--- config.mk ---
export PLATFORM = sky130hd
export DESIGN_NAME = arm_multicycle_ctrl
export DESIGN_NICKNAME = d
export VERILOG_FILES = /design/src/rtl/arm_multicycle_ctrl.sv
export SDC_FILE = /design/constraint.sdc
export NUM_CORES = 1
export LEC_CHECK = 0
export BUFFER_PORTS_ARGS = -buffer_cell sky130_fd_sc_hd__buf_4
export CORE_MARGIN = 4
export CORE_UTILIZATION = 50
export CTS_BUF_LIST = sky130_fd_sc_hd__clkbuf_2 sky130_fd_sc_hd__clkbuf_4 sky130_fd_sc_hd__clkbuf_8
export DETAILED_ROUTE_END_ITERATION = 12
export HOLD_SLACK_MARGIN = 0.1
export PLACE_DENSITY_LB_ADDON = 0.08
export SYNTH_ARGS = -nofsm -noshare
export SYNTH_HDL_FRONTEND = slang
export SYNTH_SLANG_ARGS = --single-unit
--- constraint.sdc ---
create_clock -name clk -period 2.7 [get_ports clk]
set_input_delay 0.27 -clock clk [delete_from_list [all_inputs] [get_ports clk]]
set_output_delay 0.27 -clock clk [all_outputs]
set_load 0.005 [all_outputs]
--- src/rtl/arm_multicycle_ctrl.sv ---
// Multicycle control sequencer for the ARMv4-subset datapath (FETCH/EXEC/MEM/FAULT).
// Optional single-step debug gating is enabled by defining ARMCTL_SINGLE_STEP_EN.
module arm_multicycle_ctrl #(
  parameter int unsigned WAIT_LIMIT = 16,
  parameter int unsigned CW         = 5
) (
  input  logic        clk,
  input  logic        rst,
  input  logic        instr_valid,
  input  logic [31:0] Instr,
  input  logic [3:0]  ALUFlags,
  input  logic        mem_ack,
`ifdef ARMCTL_SINGLE_STEP_EN
  input  logic        step_en,
  output logic        retired,
`endif
  output logic        PCWrite,
  output logic        PCSrc,
  output logic        MemtoReg,
  output logic        ALUSrc,
  output logic        RegWrite,
  output logic        MemWrite,
  output logic        mem_req,
  output logic [3:0]  ALUControl,
  output logic [1:0]  ImmSrc,
  output logic [1:0]  RegSrc,
  output logic [3:0]  Flags,
  output logic [1:0]  state,
  output logic        fault
);

  typedef enum logic [1:0] {
    S_FETCH = 2'b00,
    S_EXEC  = 2'b01,
    S_MEM   = 2'b10,
    S_FAULT = 2'b11
  } state_t;

  localparam logic [3:0] ALU_ADD  = 4'b0000;
  localparam logic [3:0] ALU_SUB  = 4'b0001;
  localparam logic [3:0] ALU_AND  = 4'b0010;
  localparam logic [3:0] ALU_ORR  = 4'b0011;
  localparam logic [3:0] ALU_PASS = 4'b0100;

  state_t        state_q, state_d;
  logic [31:0]   ir_q, ir_d;
  logic [3:0]    flags_q, flags_d;
  logic [CW-1:0] cnt_q, cnt_d, cnt_inc;

  logic [3:0] cond, cmd, rd;
  logic [1:0] op;
  logic       s_bit, u_bit, rd_pc;
  logic       cond_ex, dp_valid, dp_cv, accept;
  logic [3:0] dp_alu;
  logic       unused_ir_bits;

  assign cond    = ir_q[31:28];
  assign op      = ir_q[27:26];
  assign cmd     = ir_q[24:21];
  assign s_bit   = ir_q[20];
  assign u_bit   = ir_q[23];
  assign rd      = ir_q[15:12];
  assign rd_pc   = (rd == 4'hF);
  assign cnt_inc = cnt_q + 1'b1;
  assign unused_ir_bits = ^{ir_q[19:16], ir_q[11:0], ir_q[22]};

`ifdef ARMCTL_SINGLE_STEP_EN
  // A rising edge of step_en arms one fetch; the token is consumed on acceptance.
  logic step_prev_q, token_q, token_d, step_rise;
  assign step_rise = step_en & ~step_prev_q;
  assign accept    = instr_valid & (~step_en | token_q | step_rise);
  assign token_d   = (token_q | step_rise) & ~(accept & (state_q == S_FETCH));
  assign retired   = PCWrite;

  always_ff @(posedge clk or negedge rst) begin
    if (!rst) begin
      step_prev_q <= 1'b0;
      token_q     <= 1'b0;
    end else begin
      step_prev_q <= step_en;
      token_q     <= token_d;
    end
  end
`else
  assign accept = instr_valid;
`endif

  always_comb begin
    unique case (cond)
      4'h0: cond_ex = flags_q[2];
      4'h1: cond_ex = ~flags_q[2];
      4'h2: cond_ex = flags_q[1];
      4'h3: cond_ex = ~flags_q[1];
      4'h4: cond_ex = flags_q[3];
      4'h5: cond_ex = ~flags_q[3];
      4'h6: cond_ex = flags_q[0];
      4'h7: cond_ex = ~flags_q[0];
      4'h8: cond_ex = flags_q[1] & ~flags_q[2];
      4'h9: cond_ex = ~flags_q[1] | flags_q[2];
      4'hA: cond_ex = (flags_q[3] == flags_q[0]);
      4'hB: cond_ex = (flags_q[3] != flags_q[0]);
      4'hC: cond_ex = ~flags_q[2] & (flags_q[3] == flags_q[0]);
      4'hD: cond_ex = flags_q[2] | (flags_q[3] != flags_q[0]);
      4'hE: cond_ex = 1'b1;
      default: cond_ex = 1'b0;
    endcase
  end

  always_comb begin
    dp_valid = 1'b1;
    dp_cv    = 1'b0;
    dp_alu   = ALU_ADD;
    unique case (cmd)
      4'b0000: dp_alu = ALU_AND;
      4'b0010: begin dp_alu = ALU_SUB; dp_cv = 1'b1; end
      4'b0100: begin dp_alu = ALU_ADD; dp_cv = 1'b1; end
      4'b1100: dp_alu = ALU_ORR;
      4'b1010: begin dp_alu = ALU_SUB; dp_cv = 1'b1; end
      4'b1101: dp_alu = ALU_PASS;
      default: dp_valid = 1'b0;
    endcase
  end

  always_comb begin
    state_d    = state_q;
    ir_d       = ir_q;
    flags_d    = flags_q;
    cnt_d      = cnt_q;
    PCWrite    = 1'b0;
    PCSrc      = 1'b0;
    MemtoReg   = 1'b0;
    ALUSrc     = 1'b0;
    RegWrite   = 1'b0;
    MemWrite   = 1'b0;
    mem_req    = 1'b0;
    ALUControl = ALU_ADD;
    ImmSrc     = 2'b00;
    RegSrc     = 2'b00;
    fault      = 1'b0;
    unique case (state_q)
      S_FETCH: begin
        if (accept) begin
          ir_d    = Instr;
          state_d = S_EXEC;
        end
      end
      S_EXEC: begin
        if (!cond_ex) begin
          PCWrite = 1'b1;
          state_d = S_FETCH;
        end else begin
          unique case (op)
            2'b00: begin
              if (dp_valid) begin
                ALUSrc     = ir_q[25];
                ALUControl = dp_alu;
                RegWrite   = (cmd != 4'b1010) && !rd_pc;
                PCSrc      = (cmd != 4'b1010) && rd_pc;
                PCWrite    = 1'b1;
                state_d    = S_FETCH;
                if (s_bit || cmd == 4'b1010) begin
                  flags_d[3:2] = ALUFlags[3:2];
                  if (dp_cv) flags_d[1:0] = ALUFlags[1:0];
                end
              end else begin
                state_d = S_FAULT;
              end
            end
            2'b01: begin
              ALUSrc     = 1'b1;
              ImmSrc     = 2'b01;
              ALUControl = u_bit ? ALU_ADD : ALU_SUB;
              RegSrc[1]  = ~s_bit;
              cnt_d      = '0;
              state_d    = S_MEM;
            end
            2'b10: begin
              ALUSrc     = 1'b1;
              ImmSrc     = 2'b10;
              RegSrc     = 2'b01;
              ALUControl = ALU_ADD;
              PCSrc      = 1'b1;
              PCWrite    = 1'b1;
              state_d    = S_FETCH;
            end
            default: state_d = S_FAULT;
          endcase
        end
      end
      S_MEM: begin
        ALUSrc     = 1'b1;
        ImmSrc     = 2'b01;
        ALUControl = u_bit ? ALU_ADD : ALU_SUB;
        RegSrc[1]  = ~s_bit;
        mem_req    = 1'b1;
        MemWrite   = ~s_bit;
        if (mem_ack) begin
          PCWrite  = 1'b1;
          RegWrite = s_bit;
          MemtoReg = s_bit;
          PCSrc    = s_bit & rd_pc;
          cnt_d    = '0;
          state_d  = S_FETCH;
        end else begin
          cnt_d = cnt_inc;
          if (cnt_inc == CW'(WAIT_LIMIT)) state_d = S_FAULT;
        end
      end
      default: fault = 1'b1;
    endcase
  end

  always_ff @(posedge clk or negedge rst) begin
    if (!rst) begin
      state_q <= S_FETCH;
      ir_q    <= '0;
      flags_q <= '0;
      cnt_q   <= '0;
    end else begin
      state_q <= state_d;
      ir_q    <= ir_d;
      flags_q <= flags_d;
      cnt_q   <= cnt_d;
    end
  end

  assign Flags = flags_q;
  assign state = state_q;

endmodule

## Word level (Yosys, flattened, before mapping)

Index checks and enable logic that the tools add are counted.

- Bits of input ports: 40
- Register bits: 43
- Output and inout bits: 22

- Reductions and logical operators: 20
- $add $sub $neg: 1
- Equality and inequality tests: 32
- Bitwise logic cells: 10
- Mux-type cells: 51

Operator list:

| kind | number |
|---|---|
| 4-bit == test, second input constant | 11 |
| 1-bit two-way mux | 22 |
| 4-bit by 3-bit == test with 1-bit output, second input constant | 5 |
| 1-bit one-hot mux with 2 select lines | 8 |
| 4-bit one-hot mux with 2 select lines | 2 |
| 5-bit two-way mux | 3 |
| 1-bit one-hot mux with 15 select lines | 1 |
| 2-bit two-way mux | 7 |
| 4-bit by 2-bit == test with 1-bit output, second input constant | 3 |
| 2-bit one-hot mux with 3 select lines | 2 |
| 3-bit one-hot mux with 4 select lines | 1 |
| 5-bit one-hot mux with 2 select lines | 1 |
| 4-bit zero test | 2 |
| 4-bit two-way mux | 2 |
| 2-bit one-hot mux with 2 select lines | 2 |
| 3-bit AND reduction | 2 |
| 6-bit AND reduction | 1 |
| 3-bit OR reduction | 2 |
| 6-bit OR reduction | 1 |
| 5-bit by 1-bit adder with 5-bit output, second input constant | 1 |
| 5-bit == test, second input constant | 1 |
| 1-bit NOT | 5 |
| 5-bit AND reduction | 1 |
| 2-bit by 1-bit == test with 1-bit output, second input constant | 2 |
| 18 further kinds | 26 |

## Depth between registers and ports, before layout

Gate-level depths: netlist of run 1.

- Depth after elaboration: 7
- Depth in mapped cells: 8

## Worst setup path before layout of run 1

OpenSTA, ideal clock, no wires.

- Path kind: register to output
- Start point: register flags_q[0], in the netlist Flags[0]
- End point: output PCSrc
- Arrival: 1.860 ns
- Path slack: 0.570 ns
- Cell stages (with the launch flop): 8
- Path buffers: 1
- Data required time: 2.430 ns
- Path through: dfrtp_1 -> xnor2_1 -> o32ai_1 -> o311ai_4 -> a31oi_4 -> buf_6 -> and3_4 -> nand3b_1

- Longest elaborated chain between the ends: 5
- Elaborated cells on any way between the ends: 8

RTL lines:

| item | line | text |
|---|---|---|
| start: declaration | 47 | `logic [3:0] flags_q, flags_d;` |
| start signal: assignment | 222 | `flags_q <= flags_d;` |
| 1-bit inequality test or 1-bit == test (tied branches) | - |  |
| 1-bit OR or 1-bit bitwise AND (tied branches) | 103, 102 |  |
| 1-bit one-hot mux with 15 select lines (*) | 89 | `unique case (cond)` |
| 1-bit two-way mux (*) | 148 | `if (!cond_ex) begin` |
| 1-bit one-hot mux with 2 select lines (*) | 140 | `unique case (state_q)` |
| end: declaration | 18 | `output logic PCSrc,` |

Mark *: on every way between the ends. The rest lies on a longest branch, timed or not.

## Final worst setup path of run 1

- Start point: register ir_q[30]
- End point: output ImmSrc[0]

- Longest elaborated chain between the ends: 4
- Elaborated cells on any way between the ends: 18

RTL lines:

| item | line | text |
|---|---|---|
| start: declaration | 46 | `logic [31:0] ir_q, ir_d;` |
| start signal: assignment | 221 | `ir_q <= ir_d;` |
| 4-bit == test, or another cell as far along | 89 |  |
| 1-bit one-hot mux with 15 select lines (*) | 89 |  |
| 2-bit two-way mux (*) | 148 |  |
| 2-bit one-hot mux with 2 select lines (*) | 140 |  |
| end: declaration | 25 | `output logic [1:0] ImmSrc,` |

Marked as above.

==> flow_summary.json, run 1 <==
{
  "ys_ff_latch": 27,
  "cpLargestDelayFamily": "compound AO/OA/AOI/OAI gates",
  "cpPeakStageDelay_ns": 0.48,
  "skew_ns": 0.00468,
  "yosys-top-cells-area": "dfrtp_1 35%, mux2_2 9.4%, ha_1 6.6%, o21ai_0 2.4%, nand2_1 2.4%",
  "antenna_cells": 0,
  "cp.arrival_ns": 2.31,
  "power.switching_w": 0.00106,
  "yosysTopAreaCell": "dfrtp_1",
  "start_util_pct": 52.1,
  "cp_slowest_cell": "dfrtp_1",
  "path_buf_inv": 2,
  "swShare_pct": 41.7,
  "grt_max_degree": 28,
  "avgRoutedWirePerCell_um": 14.9,
  "worst_pin_slew_ns": 0.758,
  "cp-start-kind": "register",
  "dieArea_sq_mm": 0.00487,
  "via_per_inst": 5.56,
  "slew_headroom_pct": 49.4,
  "grt_pass1_wl_um": 7070,
  "cts_tree": "yes",
  "core_region_area_sq_mm": 0.00366,
  "synth_nets": 239,
  "fin_util_pct": 64.3,
  "drive_above_1_share_pct": 37.4,
  "fmax_mhz": 387,
  "end_kind": "primary output",
  "nets": 286,
  "htreeDepth": 1,
  "pre_cts_ws_ns": 0.221,
  "track_usage_pct": 17.6,
  "fin_crit_ns": 2.58,
  "routabilityCongestion": 0.805,
  "setup_ws_ns": 0.119,
  "hold_viol_final": 0,
  "drc_errors": 0,
  "synth_flop_cell": "dfrtp_1",
  "io_buffers": 44,
  "synth_cell_types": 56,
  "timing.final.crit_share_pct": 95.6,
  "p_leak_nw": 1.05,
  "maxCapViolCount": 0,
  "dieWidth_um": 69.8,
  "drv_slew": 0,
  "crit_chain": "nor4b_1 > a211oi_1 > o32a_4 > a31oi_4 > buf_4 > a21oi_1 > nor2b_1 > buf_4",
  "yosysMostFrequentCell": "dfrtp_1",
  "clockBufferDepth": 2,
  "async_flop_share_pct": 100,
  "path_clk_slew_ns": 0.09,
  "p_int_w": 0.00148,
  "grt_setup_unrepaired": "false",
  "pin_count": 62,
  "grt_pass1_vias": 1570,
  "critPathKind": "reg -> out",
  "dp_hpwl_um": 3190,
  "synth_top_area_share_pct": 35.4,
  "pwr-share-clk_pct": 9.4,
  "power_frac_comb_pct": 56.6,
  "drtIter0Drc": 115,
  "cts.sinks": 27,
  "cp.required_ns": 2.43,
  "synth-edff-count": 0,
  "postSynthCellCount": 189,
  "die_h_um": 69.8,
  "cts_root_buf": "clkbuf_8",
  "ir_drop_mv": 0.501,
  "power_density_mw_per_mm2": 1080,
  "avgSynthCellArea_sq_um": 10.1,
  "worstSkewPairLatency_ns": 0.27,
  "hold_path.class": "in -> reg",
  "syn2layout_area_growth_pct": 23.4,
  "cts_made_buffers": 3,
  "antenna_left": 0,
  "status": "finished clean",
  "cp_common_cell": "buf_4",
  "path_max_fanout": 8,
  "overflow": 0,
  "syn_area_sq_mm": 0.00191,
  "rows": 22,
  "seq_power_share_pct": 34.0,
  "antenna_found_initial": 0,
  "setup_violations": 0,
  "fin_total_pwr_w": 0.00254,
  "whs_ns": 0.208,
  "drt_wl_total_um": 4210,
  "synth-seq-area-share_pct": 35.4,
  "vias": 1573,
  "tns_ns": 0,
  "dr.pass1.iters": 4,
  "ys_warn_count": 0,
  "synth_common_cells": "27 x dfrtp_1, 16 x mux2_2, 12 x nand2_1"
}
-- sequential cells by signal, indices dropped and copies added (netlist names) --
| register | cells |
|---|---|
| Flags | 4 |
| ir_q | 16 |
| cnt_q | 5 |
| state | 2 |
-- power groups by stage --
stage | sequential (W) | clock, W | combinational, W
after floorplan | 0.000759 | 0 | 0.00109
after global placement | 0.000846 | 0 | 0.00127
after detailed placement | 0.000867 | 0 | 0.00130
after CTS | 0.000860 | 0.000248 | 0.00138
after global routing | 0.000897 | 0.000268 | 0.00159
final | 0.000863 | 0.000239 | 0.00144
-- repair_timing --
item	4_1_cts	5_1_grt
buffers inserted	3	2
endpoints found under the hold margin	27	0
resized for setup	1	4
setup endpoints to repair	5	10
pin swaps	1	2
hold buffers	1	0
-- cell families after synthesis --
| family | count (synthesis) | share of synthesized area (%) |
|---|---|---|
| AOI/OAI and AO/OA | 41 | 18.0 |
| muxes | 22 | 13.2 |
| DFF | 27 | 35.4 |
| adders and majority gates | 10 | 6.56 |
| and+or+nand+nor | 65 | 19.3 |
| xor gates and xnor gates | 4 | 1.84 |
| other | 1 | 0.197 |
| buffers and inverters | 19 | 5.44 |
-- placed cells by master, fill, tap and decap left out, drive strengths merged, types with 2 or more instances in the layout --
cell type / instances
a21o: 2
buf: 49
nor3: 4
nand2b: 5
clkbuf: 4
a21oi: 7
xnor2: 2
a31oi: 4
or2: 3
dfrtp: 27
nand2: 12
nor2b: 6
o2bb2ai: 2
o21ai: 9
and3: 3
ha: 10
mux2: 20
nand4: 3
xor2: 2
nand3: 8
mux2i: 2
and2: 4
inv: 11
nor2: 8
o21bai: 2
nor3b: 3
a211oi: 2
o211ai: 2
-- worst paths after layout --
| check | end | from | slack (ns) | cells after the start |
|---|---|---|---|---|
| min | Flags[3] | ALUFlags[3] | 0.21 | 2 |
| max reg2reg | Flags[0] | ir_q[30] | 0.22 | 8 |
| max | ImmSrc[0] | ir_q[30] | 0.12 | 8 |
| min in group asynchronous | state[0] | rst | 0.44 | 2 |
| min reg2reg | ir_q[25] | ir_q[25] | 0.53 | 1 |
| max in group asynchronous | ir_q[28] | rst | 1.98 | 2 |
-- cell type report --
cell class	count	area, sq um
inverters	11	41.3
multi-input cells	143	1150
well taps	48	60.1
clock buffers	4	48.8
repair buffers	50	378
fillers	306	1310
flip-flops and latches	27	678
-- through the flow --
step                      instance area (sq um)  cells
after floorplan                            1910    189
after global placement                     2240    273
after detailed placement                   2240    273
after CTS                                  2320    281
after global routing                       2350    283
final                                      2350    283
-- routing by layer --
layer	GRT usage [%]	up-vias	wire length (um)	part of all wire, %
met3	3.33	6	187	4.4
met4	4.26	0	37	0.88
li1	-	766	-	-
met1	21.5	764	1780	42
met2	31.7	37	2200	52
met5	0	-	0	0
(Power assumes the default switching activity.)
==> run 2, diff against run 1 <==
Settings changed: REMOVE_ABC_BUFFERS from default to 1.
==> run 2 against run 1 <==
Cell count unchanged. Non-clock buffer count unchanged. Maximum frequency grew 0.19%. Sequential cell count stayed put. Global-route usage up 0.16 points. Highest routed layer unchanged.
==> flow_summary.json, run 2 (synthesis results as in run 1) <==
{
  "setup_violations": 0,
  "skew_ns": 0.00206,
  "nFillCells": 308,
  "cp_common_cell": "buf_4",
  "vias": 1576,
  "rows": 22,
  "fin_total_pwr_w": 0.00256,
  "path_clk_slew_ns": 0.09,
  "cts_root_buf": "clkbuf_8",
  "cpPeakStageDelay_ns": 0.46,
  "cp-start-kind": "register",
  "cts_tree": "yes",
  "core_region_area_sq_mm": 0.00366,
  "clockBufferDepth": 2,
  "cp.arrival_ns": 2.31,
  "final_common_cell": "buf_4",
  "antenna_left": 0,
  "overflow": 0,
  "wl_met1_um": 1920,
  "ir_drop_mv": 0.531,
  "drc_errors": 0,
  "p_leak_nw": 1.05,
  "avgRoutedWirePerCell_um": 14.8,
  "pin_count": 62,
  "timing.final.crit_share_pct": 95.4,
  "dr.pass1.iters": 4,
  "path_buf_inv": 2,
  "dieWidth_um": 69.8,
  "drtIter0Drc": 86,
  "worstSkewPairLatency_ns": 0.27,
  "io_buffers": 44,
  "routabilityCongestion": 0.785,
  "cts_made_buffers": 3,
  "largest_register_ffs": 16,
  "drt_wl_total_um": 4180,
  "drive_above_1_share_pct": 38.3,
  "grt_setup_unrepaired": "false",
  "slew_headroom_pct": 49.4,
  "met2_wirelength_um": 1980,
  "placed_area_sq_mm": 0.00224,
  "nets": 286,
  "hold_path_end": "Flags[2]",
  "antenna_cells": 0,
  "hold_viol_final": 0,
  "cp_slowest_cell": "dfrtp_1",
  "finish.instance_area_sq_mm": 0.00236,
  "power_density_mw_per_mm2": 1080,
  "dieArea_sq_mm": 0.00487,
  "drv_slew": 0,
  "dp_hpwl_um": 3150,
  "reg2reg_slack_ns": 0.32,
  "final_cell_mix": "49 x buf_4, 25 x dfrtp_1, 16 x mux2_2",
  "hp-start": "ALUFlags[2]",
  "die_h_um": 69.8,
  "cpLargestDelayFamily": "simple AND/OR/NAND/NOR gates",
  "antenna_found_initial": 0,
  "ff2ff_path_depth": 7,
  "status": "finished clean",
  "rr_startpoint": "Flags[0]",
  "start_util_pct": 52.1,
  "whs_ns": 0.212,
  "maxCapViolCount": 0,
  "grt_pass1_vias": 1583,
  "tns_ns": 0,
  "grt_pass1_wl_um": 7250,
  "end_kind": "primary output",
  "fmax_mhz": 388,
  "multi_input_area_sq_mm": 0.00116,
  "min_path_cells": 2,
  "cts.sinks": 27,
  "pre_cts_ws_ns": 0.188,
  "met3_length_um": 198,
  "regMostFlops": "ir_q",
  "setup_ws_ns": 0.124,
  "worst_pin_slew_ns": 0.758,
  "syn2layout_area_growth_pct": 23.9,
  "path_max_fanout": 8,
  "fin_crit_ns": 2.58,
  "hold_path.class": "in -> reg",
  "track_usage_pct": 17.8,
  "htreeDepth": 1,
  "grt_max_degree": 28,
  "dr.max_layer_used": "met4",
  "critPathKind": "reg -> out",
  "cp.required_ns": 2.43,
  "via_per_inst": 5.57,
  "r2r_end": "Flags[0]",
  "crit_chain": "xor2_1 > a221oi_1 > or3_4 > a31oi_4 > buf_4 > a21oi_1 > nor2b_1 > buf_4",
  "regArea_sq_um": 678
}
-- run 2: cell counts in the layout (fill, tap and decap cells not counted) --
No cell type changed its count.
-- run 2: layout make-up --
cell class | count | share of cell area [%]
clock buffers | 4 | 2.06
well taps | 48 | 2.54
flip-flops and latches | 27 | 28.7
multi-input cells | 143 | 49.0
repair buffers | 50 | 16.0
inverters | 11 | 1.75
-- run 2: how the worst max path moves through the flow --
stage	from	endpoint	slack (ns)	depth (start not counted)
after global placement	ir_q[28]	PCSrc	0.26	7
final	Flags[0]	ImmSrc[0]	0.12	8
after floorplan	ir_q[28]	Flags[0]	0.46	6
after global routing	Flags[0]	ImmSrc[0]	0.01	8
after detailed placement	ir_q[28]	PCSrc	0.19	7
after CTS	ir_q[28]	ImmSrc[0]	0.02	8
-- run 2: routing by layer --
layer / GRT usage [%] / up-vias
met5: 0 / -
met4: 5.32 / 0
met3: 3.04 / 10
met2: 29.7 / 41
met1: 23.5 / 755
li1: - / 770
-- run 2: repair_timing --
action,CTS,global route
hold endpoints to repair,27,0
pin swaps,1,1
hold buffers,1,0
setup endpoints to repair,6,11
setup buffers,3,2
resized for setup,1,6
-- run 2: power breakdown --
| group | internal (W) | switching, W | leakage, nW |
|---|---|---|---|
| Sequential | 0.000586 | 0.000280 | 0.330 |
| Clock | 0.000116 | 0.000126 | 0.0262 |
| Combinational | 0.000776 | 0.000676 | 0.696 |
-- run 2: per-stage QoR --
| step | utilization (%) | cells |
|---|---|---|
| 3_5_place_dp | 61.1 | 273 |
| 3_3_place_gp | 61.1 | 273 |
| 2_1_floorplan | - | 181 |
| 4_1_cts | 63.5 | 281 |
| 5_1_grt | 64.6 | 283 |
| 6_report | 64.6 | 283 |
==> run 3, diff against run 2 <==
Settings changed: CORE_ASPECT_RATIO from default to 0.9.
==> run 3 against run 2 <==
Highest routed layer unchanged. Register-to-register slack improved by 0.02 ns. Critical endpoint is now PCSrc. Sequential power up 0.9%. Design area fell by 1.5%. Largest cell class unchanged. Maximum frequency shrank 0.80%. Die area is essentially flat. Clock power shrank 7%. Cell count shrank 1.4%. Power down 2.3%. Critical path depth is the same.
==> flow_summary.json, run 3 (synthesis results as in run 1) <==
{
  "status": "finished clean",
  "cp.arrival_ns": 2.33,
  "cpPeakStageDelay_ns": 0.45,
  "avgRoutedWirePerCell_um": 15.1,
  "tns_ns": 0,
  "largest_register_ffs": 16,
  "drive_above_1_share_pct": 36.1,
  "cpLargestDelayFamily": "compound AO/OA/AOI/OAI gates",
  "final_cell_mix": "47 x buf_4, 26 x dfrtp_1, 16 x mux2_2",
  "p_int_w": 0.00143,
  "cts.sinks": 27,
  "core_region_area_sq_mm": 0.00370,
  "worst_pin_slew_ns": 0.671,
  "hold_viol_final": 0,
  "fmax_mhz": 385,
  "pre_cts_ws_ns": 0.208,
  "grt_max_degree": 28,
  "dieWidth_um": 73.1,
  "via_per_inst": 5.73,
  "grt_pass1_wl_um": 7040,
  "ir_drop_mv": 0.503,
  "pwr-share-clk_pct": 9.0,
  "power_density_mw_per_mm2": 1070,
  "syn2layout_area_growth_pct": 22.0,
  "path_max_fanout": 7,
  "grt_pass1_vias": 1603,
  "cp.required_ns": 2.43,
  "dr.pass1.iters": 4,
  "fin_util_pct": 62.9,
  "timing.final.crit_share_pct": 96.2,
  "nFillCells": 304,
  "fin_crit_ns": 2.60,
  "path_clk_slew_ns": 0.09,
  "seq_power_share_pct": 34.9,
  "slew_headroom_pct": 55.2,
  "dieArea_sq_mm": 0.00487,
  "path_buf_inv": 2,
  "setup_ws_ns": 0.104,
  "track_usage_pct": 18.5,
  "htreeDepth": 1,
  "placed_area_sq_mm": 0.00223,
  "start_util_pct": 51.5,
  "cp_slowest_cell": "dfrtp_1",
  "place_inst": 271,
  "rows": 21,
  "p_leak_nw": 1.04,
  "drv_slew": 0,
  "vias": 1600,
  "power.switching_w": 0.00107,
  "drt_wl_total_um": 4200,
  "worstSkewPairLatency_ns": 0.27,
  "cp_common_cell": "buf_4",
  "swShare_pct": 42.7,
  "grt_setup_unrepaired": "false",
  "overflow": 0,
  "critPathKind": "reg -> out",
  "drtIter0Drc": 75,
  "drc_errors": 0,
  "die_h_um": 66.6,
  "crit_chain": "xnor2_2 > o32ai_2 > o311ai_4 > a31oi_4 > buf_4 > and3_4 > nand3b_1 > buf_4",
  "cts_made_buffers": 3,
  "regMostFlops": "ir_q",
  "final_cells": 279,
  "cts_root_buf": "clkbuf_8",
  "final_common_cell": "buf_4",
  "antenna_found_initial": 0,
  "hold_path.class": "in -> reg",
  "clockBufferDepth": 2,
  "antenna_left": 0,
  "antenna_cells": 0,
  "power_frac_comb_pct": 56.1,
  "dp_hpwl_um": 3230,
  "skew_ns": 0.00358,
  "routabilityCongestion": 0.839,
  "pin_count": 62,
  "finish.instance_area_sq_mm": 0.00233,
  "end_kind": "primary output",
  "setup_violations": 0,
  "maxCapViolCount": 0,
  "cp-start-kind": "register",
  "nets": 284,
  "io_buffers": 44,
  "cts_tree": "yes"
}
## run 3: changes by cell type in the layout (fill, tap and decap cells not counted), sizes merged
cell / change
clkbuf: -1
clkinv: +1
buf: -2
## run 3: worst register-to-register path, stage by stage, from the launching register on
cell	delay (ns)
dfrtp_2	0.51
nor3b_1	0.23
a211oi_1	0.08
or3_1	0.45
a31oi_4	0.18
buf_4	0.15
buf_4	0.11
o2111a_2	0.24
mux2_4	0.30
## run 3: layout make-up
cell class	count	area [sq um]	share of cell area (%)
Tap cell	46	57.6	2.47
Sequential cell	27	677	29.1
Clock inverter	1	5.00	0.215
Inverter	11	41.3	1.77
Timing Repair Buffer	48	363	15.6
Multi-Input combinational cell	143	1140	49.1
Clock buffer	3	41.3	1.77
## run 3: power by group through the flow
stage	Sequential, W	Combinational [W]	Clock [W]
2_1_floorplan	0.000796	0.000963	0
3_3_place_gp	0.000845	0.00126	0
3_5_place_dp	0.000869	0.00131	0
4_1_cts	0.000862	0.00139	0.000236
5_1_grt	0.000918	0.00154	0.000249
6_report	0.000873	0.00140	0.000225
## run 3: timing repair
item	4_1_cts	5_1_grt
pin swaps	1	2
endpoints found under the setup margin	7	7
hold buffers	1	0
buffers inserted	3	0
gates resized for setup	1	3
endpoints found under the hold margin	27	0
## run 3: path summary, 6_finish.rpt
path	startpoint	end	slack, ns	cells past startpoint
max in group asynchronous	rst	ir_q[28]	1.98	2
min in group asynchronous	rst	cnt_q[3]	0.44	2
setup / recovery	Flags[3]	PCSrc	0.10	8
hold reg to reg	ir_q[25]	ir_q[25]	0.52	1
setup reg to reg	ir_q[28]	Flags[1]	0.34	8
hold / removal	ALUFlags[2]	Flags[2]	0.21	2
## run 3: per-layer routing
layer,vias to the layer above,wire length [um],track usage [%]
li1,771,-,-
met1,769,1780,22.4
met2,54,2100,32.0
met3,6,261,3.92
met4,0,59,6.45
met5,-,0,0
## run 3: stage by stage
stage	hold slack, ns	power (W)
2_1_floorplan	-0.0256	0.00176
3_3_place_gp	0.201	0.00211
3_5_place_dp	0.204	0.00218
4_1_cts	0.202	0.00249
5_1_grt	0.195	0.00271
6_report	0.208	0.00250
